==> src/rtl/arb_pkg.sv <==
// Shared types and helpers for the arb_* arbiter family.
package arb_pkg;

  typedef enum logic {ARB, LOCK} arb_st_e;

  // Index width for an n-entry requester vector; never zero.
  function automatic int unsigned idx_w(input int unsigned n);
    return (n > 1) ? $clog2(n) : 1;
  endfunction

endpackage

==> src/rtl/arb_ptr_pick.sv <==
// Rotating-priority picker: one-hot grant to the first request at or above ptr, wrapping.
module arb_ptr_pick #(
  parameter int unsigned WIDTH = 4
) (
  input  logic [WIDTH-1:0]         req,
  input  logic [$clog2(WIDTH)-1:0] ptr,
  output logic [WIDTH-1:0]         gnt
);

  localparam int unsigned IW = $clog2(WIDTH);

  always_comb begin
    logic [IW-1:0] idx;
    idx = '0;
    gnt = '0;
    // Scan from the farthest offset down so the nearest request overwrites the rest.
    for (int off = int'(WIDTH) - 1; off >= 0; off--) begin
      idx = IW'((32'(ptr) + 32'(off)) % WIDTH);
      if (req[idx]) begin
        gnt      = '0;
        gnt[idx] = 1'b1;
      end
    end
  end

endmodule

==> src/rtl/arb_wrr_pkt.sv <==
// Weighted round-robin packet arbiter: credit-limited packets per round, locks the channel
// from first beat to last, registered single-channel output.
module arb_wrr_pkt
  import arb_pkg::*;
#(
  parameter int unsigned WIDTH     = 4,
  parameter int unsigned PLD_WIDTH = 32,
  parameter int unsigned WGT_W     = 4
) (
  input  logic                     clk,
  input  logic                     rst,
  input  logic [WIDTH-1:0]         v_vld_s,
  output logic [WIDTH-1:0]         v_rdy_s,
  input  logic [PLD_WIDTH-1:0]     v_pld_s    [WIDTH-1:0],
  input  logic [WIDTH-1:0]         v_last_s,
  input  logic [WGT_W-1:0]         cfg_weight [WIDTH-1:0],
  output logic                     vld_m,
  input  logic                     rdy_m,
  output logic [PLD_WIDTH-1:0]     pld_m,
  output logic                     last_m,
  output logic [$clog2(WIDTH)-1:0] src_m
);

  localparam int unsigned IW = idx_w(WIDTH);

  arb_st_e              state_q, state_d;
  logic [IW-1:0]        ptr_q, ptr_d, lock_q, lock_d;
  logic [WGT_W-1:0]     cred_q [WIDTH];
  logic [WGT_W-1:0]     cred_d [WIDTH];
  logic [WIDTH-1:0]     elig, pick_req, pick_gnt, grant;
  logic                 accept, reload, xfer, x_last;
  logic [IW-1:0]        gidx, next_idx;
  logic [PLD_WIDTH-1:0] mux_pld;

  always_comb begin
    for (int i = 0; i < int'(WIDTH); i++) begin
      elig[i] = v_vld_s[i] & (cred_q[i] != '0);
    end
  end

  assign accept   = ~vld_m | rdy_m;
  // Round exhausted but someone is waiting: refill and arbitrate over raw valids this cycle.
  assign reload   = (state_q == ARB) & ~|elig & |v_vld_s;
  assign pick_req = reload ? v_vld_s : elig;

  arb_ptr_pick #(
    .WIDTH (WIDTH)
  ) u_pick (
    .req (pick_req),
    .ptr (ptr_q),
    .gnt (pick_gnt)
  );

  always_comb begin
    grant = '0;
    if (state_q == LOCK) begin
      grant[lock_q] = 1'b1;
    end else begin
      grant = pick_gnt;
    end
  end

  assign v_rdy_s = rst ? '0 : (grant & {WIDTH{accept}});
  assign xfer    = |(v_vld_s & v_rdy_s);

  // real_mux_onehot: AND-OR select of the granted requester's beat.
  always_comb begin
    gidx    = '0;
    x_last  = 1'b0;
    mux_pld = '0;
    for (int i = 0; i < int'(WIDTH); i++) begin
      gidx    = gidx | ({IW{grant[i]}} & IW'(i));
      x_last  = x_last | (grant[i] & v_last_s[i]);
      mux_pld = mux_pld | ({PLD_WIDTH{grant[i]}} & v_pld_s[i]);
    end
  end

  assign next_idx = (gidx == IW'(WIDTH - 1)) ? '0 : gidx + 1'b1;

  always_comb begin
    state_d = state_q;
    ptr_d   = ptr_q;
    lock_d  = lock_q;
    for (int i = 0; i < int'(WIDTH); i++) begin
      if (reload && accept) begin
        cred_d[i] = (cfg_weight[i] == '0) ? WGT_W'(1) : cfg_weight[i];
      end else begin
        cred_d[i] = cred_q[i];
      end
    end
    if (xfer) begin
      if (!x_last) begin
        state_d = LOCK;
        lock_d  = gidx;
      end else begin
        state_d = ARB;
        if (cred_d[gidx] != '0) begin
          cred_d[gidx] = cred_d[gidx] - 1'b1;
        end
        // Requester with credit left keeps top priority for its next packet.
        ptr_d = (cred_d[gidx] == '0) ? next_idx : gidx;
      end
    end
  end

  always_ff @(posedge clk or posedge rst) begin
    if (rst) begin
      state_q <= ARB;
      ptr_q   <= '0;
      lock_q  <= '0;
      for (int i = 0; i < int'(WIDTH); i++) begin
        cred_q[i] <= '0;
      end
    end else begin
      state_q <= state_d;
      ptr_q   <= ptr_d;
      lock_q  <= lock_d;
      cred_q  <= cred_d;
    end
  end

  always_ff @(posedge clk or posedge rst) begin
    if (rst) begin
      vld_m  <= 1'b0;
      pld_m  <= '0;
      last_m <= 1'b0;
      src_m  <= '0;
    end else if (xfer) begin
      vld_m  <= 1'b1;
      pld_m  <= mux_pld;
      last_m <= x_last;
      src_m  <= gidx;
    end else if (rdy_m) begin
      vld_m  <= 1'b0;
    end
  end

endmodule

==> config.mk <==
export PLATFORM = sky130hd
export DESIGN_NAME = arb_wrr_pkt
export DESIGN_NICKNAME = d
export VERILOG_FILES = /design/src/rtl/arb_pkg.sv /design/src/rtl/arb_ptr_pick.sv /design/src/rtl/arb_wrr_pkt.sv
export SDC_FILE = /design/constraint.sdc
export NUM_CORES = 1
export LEC_CHECK = 0
export ABC_CLOCK_PERIOD_IN_PS = 5200
export BUFFER_PORTS_ARGS = -buffer_cell sky130_fd_sc_hd__buf_2
export CAP_MARGIN = 10
export CORE_UTILIZATION = 45
export DETAILED_ROUTE_END_ITERATION = 8
export PLACE_DENSITY = 0.88
export SLEW_MARGIN = 30
export SYNTH_ARGS = -nofsm -noshare
export SYNTH_HDL_FRONTEND = slang
export SYNTH_SLANG_ARGS = --single-unit
==> constraint.sdc <==
create_clock -name clk -period 5.2 [get_ports clk]
set_input_delay 0.26 -clock clk [delete_from_list [all_inputs] [get_ports clk]]
set_output_delay 0.26 -clock clk [all_outputs]
set_load 0.005 [all_outputs]
==> metrics.md <==
| Metric | Value |
|---|---|
| Layout area overhead | 39.4% |
| Number of setup violations in the final report | 0 |
| Width of the die | 107 um |
| Worst-skew pair later-pin latency | 0.35 ns |
| First DRT Iteration DRCs | 820 |
| Clk root buf | clkbuf_8 |
| Synth area leaders | dfrtp_1 29%, mux2_2 9.3%, nand2_1 7.6%, a222oi_1 6.7%, mux2i_1 4.8% |
| Post-synth EDFFs | 0 |
| # DRC | 0 |
| Hold endpoint | pld_m[11]$_DFFE_PP0N_ |
| Initial Util | 47.2% |
| Most numerous cell in the Yosys netlist | nand2_1 |
| Synth Instances | 582 |
| Skew final | 0.0122 ns |
| Cts bufs inserted | 9 |
| Clk slew on worst S/H paths | 0.08 ns |
| First-pass GRT wire length | 31000 um |
| CTS max path bufs | 2 |
| Period utilization | 95.8% |
| CP startpoint kind | register |
| Max-slew violations | 0 |
| Total global-route track usage | 35.1% |
| Final ANT Viol Nets | 0 |
| Main synth FF type | dfrtp_1 |
| Worst Path Max Fanout | 9 |
| Yosys reg bits | 57 |
| ANT cells | 0 |
| Sequential area share after synthesis | 28.8% |
| Async set-reset flop share out of synthesis | 100% |
| Hold Crit Depth | 4 |
| Fin crit period | 4.98 ns |
| Largest net degree at the start of global routing | 52 |
| Number of fill cells in the layout | 897 |
| Syn Area/Cell | 8.52 sq um |
| Outcome | complete, no violations |
| Via count | 6164 |
| Crit path arrival time | 5.20 ns |
| Wire length per cell | 20.4 um |
| Synth area leader | dfrtp_1 |
| Area share of the largest cell type after synthesis | 28.8% |
| CTS H-tree lvls | 3 |
| Number of global-route vias before repair | 6015 |
| Drt total wl | 19800 um |
| Number of antenna violations at the first check in global routing | 0 |
| Mapped cell area | 4960 sq um |
| Share of layout cells above drive strength 1 | 44.5% |
| Critical path, cell by cell | o41a_1, o41ai_1, a221oi_1, o221ai_1, a311o_1, nand2_1, o32ai_1, a2bb2oi_2, inv_1, ha_2, buf_4, o311ai_0, o22ai_1, a31oi_1, o211ai_1, a2111oi_2, nor3_1 |
| R2R depth | 17 |
| Grt total ovfl | 0 |
| Drt pass-1 iters | 9 |
| CTS Sinks | 57 |
| Die Y | 107 um |
| Mapped Nets | 746 |
| Top Ports | 195 |
| Hold Crit Class | in2reg |
| Vias per cell | 6.35 |
| Die area | 11400 sq um |
| Crit path kind | reg2reg |
| Dpl hpwl | 15200 um |
| FMAX | 0.201 GHz |
| Nature of the critical path endpoint | register |
| Place WS | 0.0674 ns |
| Slowest cell on the critical path | o41a_1 |
| Worst Max-Slew Pin Slew | 0.675 ns |
| Layout Nets | 993 |
| CTS tree | built |
| Setup tns final | 0 ns |
| Core Box Area | 10500 sq um |
| Max_slew headroom | 55.0% |
| Worst R2R Start | cred_q[10]$_DFF_PP0_ |
| Placer Congestion | 1.07 |
| Critical path's largest stage delay | 0.60 ns |
| Yosys warnings | 0 |
| Input/output buffers | 194 |
| Fin. Hold Viols | 0 |
| R2r setup slk | 0.22 ns |
| R2R Path End | ptr_q[0]$_DFFE_PP0P_ |
| Max-cap violations | 0 |
| Unique masters post-synth | 79 |
| Util after Layout | 65.8% |
| Hold path startpoint | v_pld_s[11] |
| Worst EP required | 5.42 ns |
| Synth top cells by count | 101 x nand2_1, 57 x dfrtp_1, 41 x mux2_2 |
| Final Worst Setup Slack | 0.216 ns |
| Row count | 37 |
==> final cells by class <==
type	instances	area [sq um]	area share, %
Sequential cell	57	1430	20.6
Tap cell	136	170	2.46
Clock buffer	10	138	1.99
Inverter	13	50.0	0.724
Clock inverter	6	90.1	1.30
Timing Repair Buffer	276	1610	23.2
Multi-Input combinational cell	472	3430	49.7
==> cells in the final DEF (no fill, tap or decap), drive strengths merged, types with 4 or more instances in the layout <==
master and count:
nor2b 5, nand3 15, a221oi 8, o22ai 6
dfrtp 57, nor4 12, nor3 14, a311oi 5
nand2b 7, clkbuf 10, o41a 7, or3 4
and2 8, nor2 37, ha 9, clkinv 5
buf 275, mux2i 25, o41ai 6, a21oi 29
a311o 4, o21ai 20, nand2 101, a2bb2oi 4
a21boi 4, o221ai 8, inv 11, a31oi 5
mux2 41, a222oi 33
==> sequential cells by signal, indices dropped and copies added (netlist names) <==
register and count:
pld_m 32, cred_q 16, lock_q 2, ptr_q 2, src_m 2, last_m 1, state_q 1, vld_m 1
==> what timing repair did <==
item | CTS | global route
hold buffers | 1 | 0
setup buffers | 0 | 5
endpoints found under the setup margin | 0 | 4
hold endpoints to repair | 6 | 0
gates resized for setup | 0 | 21
==> how the worst max path moves through the flow <==
stage | cells after the start | from | slack (ns) | endpoint
floorplan | 19 | cred_q[12]$_DFF_PP0_ | 0.04 | ptr_q[0]$_DFFE_PP0P_
global placement | 19 | cred_q[0]$_DFF_PP0_ | 0.07 | ptr_q[0]$_DFFE_PP0P_
detailed placement | 18 | cred_q[0]$_DFF_PP0_ | 0.07 | ptr_q[0]$_DFFE_PP0P_
CTS | 18 | cred_q[0]$_DFF_PP0_ | 0.05 | ptr_q[0]$_DFFE_PP0P_
global route | 19 | cred_q[0]$_DFF_PP0_ | -0.12 | ptr_q[0]$_DFFE_PP0P_
finish | 17 | cred_q[10]$_DFF_PP0_ | 0.22 | ptr_q[0]$_DFFE_PP0P_
==> through the flow <==
step	instance area, sq um	hold slack, ns	instances
3_5_place_dp	6530	0.185	948
2_1_floorplan	4970	0.480	582
6_report	6910	0.237	970
3_3_place_gp	6530	0.182	948
5_1_grt	6910	0.249	970
4_1_cts	6770	0.236	965
==> kinds of logic (layout without fill, tap and decap cells) <==
kind of cell             after synthesis  in the layout  share of synthesized area (%)
AO/OA/AOI/OAI                        181            181                           30.0
XOR/XNOR                               1              1                          0.177
adder cells (fa/ha/maj)                9              9                           2.27
buffers and inverters                 53            305                           4.44
flip-flops                            57             57                           28.8
multiplexers                          66             66                           14.4
AND/OR/NAND/NOR                      215            215                           19.9
==> worst max-delay path, delay by kind of cell, from the launching register on <==
kind	cells	cell delay, ns
AO/OA/AOI/OAI	12	3.74
adder cells (fa/ha/maj)	1	0.19
buffers and inverters	2	0.24
flip-flops	1	0.43
AND/OR/NAND/NOR	2	0.22
==> per-layer routing <==
| metal | vias up | share of wire, % | wire, um | GRT usage (%) |
|---|---|---|---|---|
| met1 | 2884 | 39 | 7830 | 44.3 |
| li1 | 2788 | - | - | - |
| met4 | 0 | 3.1 | 617 | 13.6 |
| met5 | - | 0 | 0 | 0 |
| met2 | 425 | 47 | 9300 | 57.6 |
| met3 | 67 | 10 | 2080 | 8.69 |
Power is not shown: default switching activity piles up to over one toggle a cycle in this logic, so the estimate is an artifact.
